<file path="config.mk">
export PLATFORM = sky130hd
export DESIGN_NAME = instr_mem_server_flat
export DESIGN_NICKNAME = d
export VERILOG_FILES = /design/src/rtl/imem_pkg.sv /design/src/rtl/instr_mem_server_if.sv /design/src/rtl/imem_ram.sv /design/src/rtl/instr_mem_server.sv /design/src/flat_wrapper.sv
export SDC_FILE = /design/constraint.sdc
export NUM_CORES = 2
export LEC_CHECK = 0
export CAP_MARGIN = 0
export CORE_MARGIN = 3
export CORE_UTILIZATION = 35
export DETAILED_ROUTE_END_ITERATION = 12
export DONT_BUFFER_PORTS = 1
export PLACE_DENSITY = 0.52
export SLEW_MARGIN = 20
export SYNTH_ARGS = -nofsm -noshare
export SYNTH_HDL_FRONTEND = slang
export SYNTH_SLANG_ARGS = --single-unit
</file>
<file path="constraint.sdc">
create_clock -name CLK -period 3.17 [get_ports CLK]
set_input_delay 0.634 -clock CLK [delete_from_list [all_inputs] [get_ports CLK]]
set_output_delay 0.634 -clock CLK [all_outputs]
set_load 0.03 [all_outputs]
</file>
<file path="src/rtl/imem_pkg.sv">
// rtl/imem_pkg.sv - shared types and constants for the instruction memory server
// Purpose: FSM state encoding, instruction width and fault word shared with decode.
// Ports: none (package).
package imem_pkg;

  localparam int IW = 9;
  localparam logic [IW-1:0] NOP_INSTR = 9'h000;

  typedef enum logic [1:0] {
    IDLE = 2'd0,
    LOAD = 2'd1,
    RUN  = 2'd2
  } imem_state_t;

endpackage

</file>
<file path="src/rtl/instr_mem_server_if.sv">
// rtl/instr_mem_server_if.sv - load and fetch bus of the instruction memory server
// Purpose: groups the program-load stream, the fetch request/response and status.
// Ports (master drives): load_start, load_valid, load_data, load_done, fetch_req,
//   instr_addr. Ports (slave drives): instr_out, instr_valid, addr_fault,
//   load_count, load_overflow, running.
interface instr_mem_server_if #(
  parameter int IW    = imem_pkg::IW,
  parameter int DEPTH = 256
);
  localparam int CW = $clog2(DEPTH) + 1;

  logic          load_start;
  logic          load_valid;
  logic [IW-1:0] load_data;
  logic          load_done;
  logic          fetch_req;
  logic [15:0]   instr_addr;
  logic [IW-1:0] instr_out;
  logic          instr_valid;
  logic          addr_fault;
  logic [CW-1:0] load_count;
  logic          load_overflow;
  logic          running;

  modport master (
    output load_start, load_valid, load_data, load_done, fetch_req, instr_addr,
    input  instr_out, instr_valid, addr_fault, load_count, load_overflow, running
  );

  modport slave (
    input  load_start, load_valid, load_data, load_done, fetch_req, instr_addr,
    output instr_out, instr_valid, addr_fault, load_count, load_overflow, running
  );
endinterface

</file>
<file path="src/rtl/imem_ram.sv">
// rtl/imem_ram.sv - DEPTH x IW program store, one write port, synchronous read
// Purpose: holds the program; the array itself is never reset.
// Ports: clk, rst (async, clears read register only), we/waddr/wdata write port,
//   re/raddr read request, rdata registered read data (held while re is low).
module imem_ram #(
  parameter int IW    = imem_pkg::IW,
  parameter int DEPTH = 256,
  parameter int AW    = $clog2(DEPTH)
) (
  input  logic          clk,
  input  logic          rst,
  input  logic          we,
  input  logic [AW-1:0] waddr,
  input  logic [IW-1:0] wdata,
  input  logic          re,
  input  logic [AW-1:0] raddr,
  output logic [IW-1:0] rdata
);

  logic [IW-1:0] mem [DEPTH];

  always_ff @(posedge clk) begin
    if (we) mem[waddr] <= wdata;
  end

  // Read register only updates on a request so the last fetched word persists.
  always_ff @(posedge clk or posedge rst) begin
    if (rst)     rdata <= '0;
    else if (re) rdata <= mem[raddr];
  end

endmodule

</file>
<file path="src/rtl/instr_mem_server.sv">
// rtl/instr_mem_server.sv - instruction memory responder with sequential program load
// Purpose: IDLE/LOAD/RUN control, load counter with sticky overflow, 1-cycle fetch
//   with out-of-range fault returning NOP_INSTR.
// Ports: CLK, reset_ctrl (async active-high), bus (instr_mem_server_if.slave).
module instr_mem_server
  import imem_pkg::*;
#(
  parameter int              IW        = imem_pkg::IW,
  parameter int              DEPTH     = 256,
  parameter logic [IW-1:0]   NOP_INSTR = imem_pkg::NOP_INSTR
) (
  input  logic              CLK,
  input  logic              reset_ctrl,
  instr_mem_server_if.slave bus
);

  localparam int AW = $clog2(DEPTH);
  localparam int CW = AW + 1;

  imem_state_t   state, state_next;
  logic [CW-1:0] load_count;
  logic          load_overflow;
  logic          full;
  logic          wr_en, ovf_set, fetch_acc, out_of_range;
  logic          valid_q, fault_q, nop_q;
  logic [IW-1:0] ram_rdata;

  assign full = (load_count == CW'(DEPTH));
  // Full 16-bit compare so addresses beyond DEPTH fault instead of aliasing.
  assign out_of_range = ({1'b0, bus.instr_addr} >= 17'(load_count));

  always_ff @(posedge CLK or posedge reset_ctrl) begin
    if (reset_ctrl) state <= IDLE;
    else            state <= state_next;
  end

  always_comb begin
    state_next = state;
    case (state)
      IDLE:    if (bus.load_start) state_next = LOAD;
      LOAD:    if (bus.load_start) state_next = LOAD;
               else if (bus.load_done) state_next = RUN;
      RUN:     if (bus.load_start) state_next = LOAD;
      default: state_next = IDLE;
    endcase
  end

  // load_start always wins: it drops any same-cycle load word or fetch.
  always_comb begin
    wr_en     = 1'b0;
    ovf_set   = 1'b0;
    fetch_acc = 1'b0;
    case (state)
      LOAD: begin
        wr_en   = !bus.load_start && bus.load_valid && !full;
        ovf_set = !bus.load_start && bus.load_valid && full;
      end
      RUN:     fetch_acc = !bus.load_start && bus.fetch_req;
      default: ;
    endcase
  end

  always_ff @(posedge CLK or posedge reset_ctrl) begin
    if (reset_ctrl) begin
      load_count    <= '0;
      load_overflow <= 1'b0;
    end else if (bus.load_start) begin
      load_count    <= '0;
      load_overflow <= 1'b0;
    end else begin
      if (wr_en)   load_count    <= load_count + CW'(1);
      if (ovf_set) load_overflow <= 1'b1;
    end
  end

  always_ff @(posedge CLK or posedge reset_ctrl) begin
    if (reset_ctrl) begin
      valid_q <= 1'b0;
      fault_q <= 1'b0;
      nop_q   <= 1'b0;
    end else begin
      valid_q <= fetch_acc;
      fault_q <= fetch_acc && out_of_range;
      if (fetch_acc) nop_q <= out_of_range;
    end
  end

  imem_ram #(.IW(IW), .DEPTH(DEPTH)) u_ram (
    .clk   (CLK),
    .rst   (reset_ctrl),
    .we    (wr_en),
    .waddr (load_count[AW-1:0]),
    .wdata (bus.load_data),
    .re    (fetch_acc),
    .raddr (bus.instr_addr[AW-1:0]),
    .rdata (ram_rdata)
  );

  assign bus.instr_out     = nop_q ? NOP_INSTR : ram_rdata;
  assign bus.instr_valid   = valid_q;
  assign bus.addr_fault    = fault_q;
  assign bus.load_count    = load_count;
  assign bus.load_overflow = load_overflow;
  assign bus.running       = (state == RUN);

endmodule

</file>
<file path="src/flat_wrapper.sv">
// flat-port wrapper written by rule: the top's interface ports become plain ports
module instr_mem_server_flat import imem_pkg::*;
#(
  parameter int              IW        = imem_pkg::IW,
  parameter int              DEPTH     = 256,
  parameter logic [IW-1:0]   NOP_INSTR = imem_pkg::NOP_INSTR
)
  (CLK, reset_ctrl, bus_load_start, bus_load_valid, bus_load_data, bus_load_done, bus_fetch_req, bus_instr_addr, bus_instr_out, bus_instr_valid, bus_addr_fault, bus_load_count, bus_load_overflow, bus_running);
  instr_mem_server_if #(.IW(IW), .DEPTH(DEPTH)) bus_i ();
  input  logic CLK;
  input  logic reset_ctrl;
  input wire logic [$bits(bus_i.load_start)-1:0] bus_load_start;
  input wire logic [$bits(bus_i.load_valid)-1:0] bus_load_valid;
  input wire logic [$bits(bus_i.load_data)-1:0] bus_load_data;
  input wire logic [$bits(bus_i.load_done)-1:0] bus_load_done;
  input wire logic [$bits(bus_i.fetch_req)-1:0] bus_fetch_req;
  input wire logic [$bits(bus_i.instr_addr)-1:0] bus_instr_addr;
  output wire logic [$bits(bus_i.instr_out)-1:0] bus_instr_out;
  output wire logic [$bits(bus_i.instr_valid)-1:0] bus_instr_valid;
  output wire logic [$bits(bus_i.addr_fault)-1:0] bus_addr_fault;
  output wire logic [$bits(bus_i.load_count)-1:0] bus_load_count;
  output wire logic [$bits(bus_i.load_overflow)-1:0] bus_load_overflow;
  output wire logic [$bits(bus_i.running)-1:0] bus_running;
  assign bus_i.load_start = bus_load_start;
  assign bus_i.load_valid = bus_load_valid;
  assign bus_i.load_data = bus_load_data;
  assign bus_i.load_done = bus_load_done;
  assign bus_i.fetch_req = bus_fetch_req;
  assign bus_i.instr_addr = bus_instr_addr;
  assign bus_instr_out = bus_i.instr_out;
  assign bus_instr_valid = bus_i.instr_valid;
  assign bus_addr_fault = bus_i.addr_fault;
  assign bus_load_count = bus_i.load_count;
  assign bus_load_overflow = bus_i.load_overflow;
  assign bus_running = bus_i.running;
  instr_mem_server #(.IW(IW), .DEPTH(DEPTH), .NOP_INSTR(NOP_INSTR)) u_core (.CLK(CLK), .reset_ctrl(reset_ctrl), .bus(bus_i));
endmodule
</file>
==> reports/metrics.cfg <==
[yosys]
synthesis.area_per_instance_um2 = 20.9
synth_top_family_by_area = multiplexers
synth_xor_xnor_area_share_pct = 0.0388
post_synth_instance_area_um2 = 90400
top_post_synthesis_cells_by_area = edfxtp_1 (77%), mux4_2 (11%), mux2i_1 (3.2%)
dominantRegCellSynth = edfxtp_1
number_of_synthesized_flops_with_an_enable_pin = 2304
post_syn_nets = 4371
netlist-cell-type-count = 58
fraction_of_registers_with_async_set_or_reset_after_synthesis_pct = 1.03
postSynthCellCount = 4327
synth-adder-area-share_pct = 0.180
seq_area_frac_synth_pct = 77.2
synth-seq-cells = 2328
yosys.area_share.simple_pct = 2.48
ys.warnings.count = 0
synth.area.mux_share_pct = 14.8
compound_cell_area_share_of_the_yosys_netlist_pct = 3.59
yosysTopAreaCellShare_pct = 76.6
synth.largest_area_cell = edfxtp_1

[pwr]
total_power_w = 0.0633
power_density_nw_per_um2 = 608
leakage_power_nw = 32.4
ir_worst_vdd_mv = 0.555

[layout]
share_of_the_core_filled_with_cells_pct = 40.7
final_nets = 4624
post_route_cells_drive_above_1_share_pct = 24.0
instances_no_fill = 8135
synthesis_to_layout_area_growth_pct = 15.1

[global_routing]
maximum_number_of_pins_on_one_net_before_global_route_repair = 396
grt_antenna_before_repair = 8
grt_pass1_wl_um = 344000
globalRoute.totalOverflow = 0
groute.usage.overall_pct = 18.1
first_global_vias = 44600

[setup_path]
required_time_of_the_critical_path_ps = 3890
worstSetupStartpoint = bus_instr_addr[1]
critical_path_fanouts_max = 80
startpoint_type = input pin
rr_worst_depth = 10
critical_path_at_ps = 3890
critical_path_class = in -> reg
worst_r2r_start = u_core.bus.load_count[0]$_DFFE_PP0P_
worst_setup_path_end_kind = flop

[floorplanning]
fp.dieArea_um2 = 264000
die_w_um = 514
floorplan.die.height_um = 514
core_area_um2 = 256000
num_rows = 185
initial_utilization_pct = 35.4
pin_count = 53

[detailed_routing]
detail-route-antenna-nets = 0
avgRoutedWirePerCell_um = 30.3
detail_route.vias_per_cell = 5.42
detail_route.first_pass.iterations = 7
drcViolationCount = 0
drtIter0Drc = 4624
total_via_count_in_the_routed_design = 44100
detail_route.wirelength_um = 246000

[placement]
place_inst = 7659
gp_routability_congestion = 0.790
port_buffers = 0
detailedPlacementHpwl_um = 130000

[sta]
rsz0062_at_grt = yes
fin_ws_ps = -0.434
max_slew.worst_pin.slew_ps = 1150
setup-violations-final = 1
holdWs_ps = 123
achievable-frequency_ghz = 0.315
max-slew-margin-rel_pct = 23.5
report.final.slew_viol_count = 0
period_needed_ps = 3170
clock-skew-final_ps = 69.0
hold_viol_final = 0
final_min_period_over_clock_period_pct = 100

[outcome]
violations = setup timing
outcome = finished with violations

[cts]
clock_tree_from_tritoncts = done
clock_transition_time_at_the_flip_flop_clock_pins_of_the_worst_setup_and_hold_paths_ps = 70
cts_num_sinks = 2328
cts-root-buf = clkbuf_16
cts-root-to-sink-buffers = 3
clkLatencyLatePin_ps = 880
tritoncts.num_buffers = 229
htreeDepth = 4

[hold_path]
hold_start = bus_instr_addr[8]
hold_path_depth = 3
timing.hold.worst.class = in -> reg

[job]
maxCapViolations = 0

report_power, final:
part	internal (W)	leakage (nW)	total (W)	switching (W)
Combinational	0.00117	7.95	0.00287	0.00170
Sequential	0.0339	21.0	0.0340	0.000115
Clock	0.0148	3.46	0.0264	0.0116
Total	0.0498	32.4	0.0633	0.0134
critical path, stage by stage:
cell	delay [ps]
buf_16	280
buf_16	290
buf_16	300
clkbuf_16	300
mux2i_1	310
a211oi_1	170
a2111oi_2	620
a2111oi_4	100
buf_4	180
a32oi_1	300
o2111ai_1	150
layout make-up:
class / count / area, um^2
Antenna cell: 6 / 15.0
Clock buffer: 286 / 5990
Clock inverter: 128 / 1190
Fill cell: 22700 / 151000
Inverter: 16 / 60.1
Multi-Input combinational cell: 1723 / 19400
Sequential cell: 2328 / 69800
Tap cell: 3366 / 4210
Timing Repair Buffer: 282 / 3390
per-stage QoR:
| step | worst slack [ps] | setup TNS, ps | area (um^2) |
|---|---|---|---|
| finish | -0.434 | -0.434 | 104000 |
| detailed placement | -3040 | -25600 | 95500 |
| global route | -103 | -4140 | 104000 |
| floorplan | -47.4 | -6820 | 90400 |
| global placement | -1230 | -8280 | 95300 |
| CTS | -61.5 | -61.5 | 103000 |
cells by family after synthesis:
| group | count (synthesis) |
|---|---|
| flops | 2328 |
| buf+inv | 276 |
| fa+ha+maj | 13 |
| simple gates | 515 |
| mux | 758 |
| xor+xnor | 4 |
| compound gates | 433 |
cells in the mapped netlist (3+ instances only):
master,n
a2111oi_0,45
a2111oi_1,3
a2111oi_2,5
a211o_1,8
a211oi_1,83
a21o_1,3
a21oi_1,17
a221o_1,27
a221oi_1,9
a22o_1,8
a22oi_1,19
a32oi_1,9
buf_1,6
buf_12,4
buf_2,111
buf_4,48
buf_6,17
clkbuf_1,72
dfrtp_1,24
edfxtp_1,2304
ha_1,13
inv_1,14
mux2_2,9
mux2i_1,290
mux4_2,459
nand2_1,70
nand2b_1,5
nand3_1,22
nor2_1,310
nor2b_1,50
nor3_1,24
nor4_1,6
o2111ai_1,26
o21a_1,9
o21ai_0,34
o22a_1,8
o22ai_1,108
o31ai_1,9
or3_1,12
xnor2_1,4
final timing paths:
| check | end | slack, ps |
|---|---|---|
| worst max-delay path | u_core.u_ram.rdata[2]$_DFFE_PP0P_ | -0.4 |
| worst min-delay path | u_core.bus.addr_fault$_DFF_PP0_ | 120 |
| worst max register to register | u_core.bus.addr_fault$_DFF_PP0_ | 50 |
| worst min register to register | u_core.state[0]$_DFFE_PP0P_ | 520 |
| max in group asynchronous | u_core.u_ram.rdata[4]$_DFFE_PP0P_ | 2300 |
| min in group asynchronous | u_core.bus.load_count[6]$_DFFE_PP0P_ | 180 |
flip-flops by register name (all words and copies together), names as in the netlist:
name and cells:
u_core.nop_q 1, u_core.bus.load_overflow 1, u_core.u_ram.rdata 9, u_core.u_ram.mem 2304, u_core.bus.instr_valid 1, u_core.state 2
u_core.bus.load_count 9, u_core.bus.addr_fault 1
per-layer routing:
metal	track usage (%)	part of all wire (%)	vias to the layer above
met5	0	0.0053	-
met4	3.90	2.1	2
met3	2.75	5.9	292
met2	29.1	48	1304
met1	26.1	44	23900
li1	-	-	18600
timing repair:
| item | CTS | global route |
|---|---|---|
| buffers inserted | 0 | 0 |
| endpoints found under the setup margin | 95 | 505 |
| hold buffers | 29 | 5 |
| hold endpoints to repair | 506 | 25 |
| pin swaps | 0 | 1 |
| cloned | 8 | 9 |
| gates resized for setup | 30 | 77 |
placed cells by master, fill, tap and decap left out, types with 27 or more instances in the layout:
cell       Yosys  final
a211oi_1      83     78
a221o_1       27     27
buf_12         4     46
buf_4         48    179
clkbuf_1      72     55
clkbuf_16      0    240
clkinv_1       0     62
edfxtp_1    2304   2304
mux2i_1      290    290
mux4_2       459    459
nand2_1       70     68
nor2_1       310    234
nor2_2         2     77
nor2b_1       50     48
o21ai_0       34     34
o22ai_1      108    108
(Power assumes the default switching activity.)
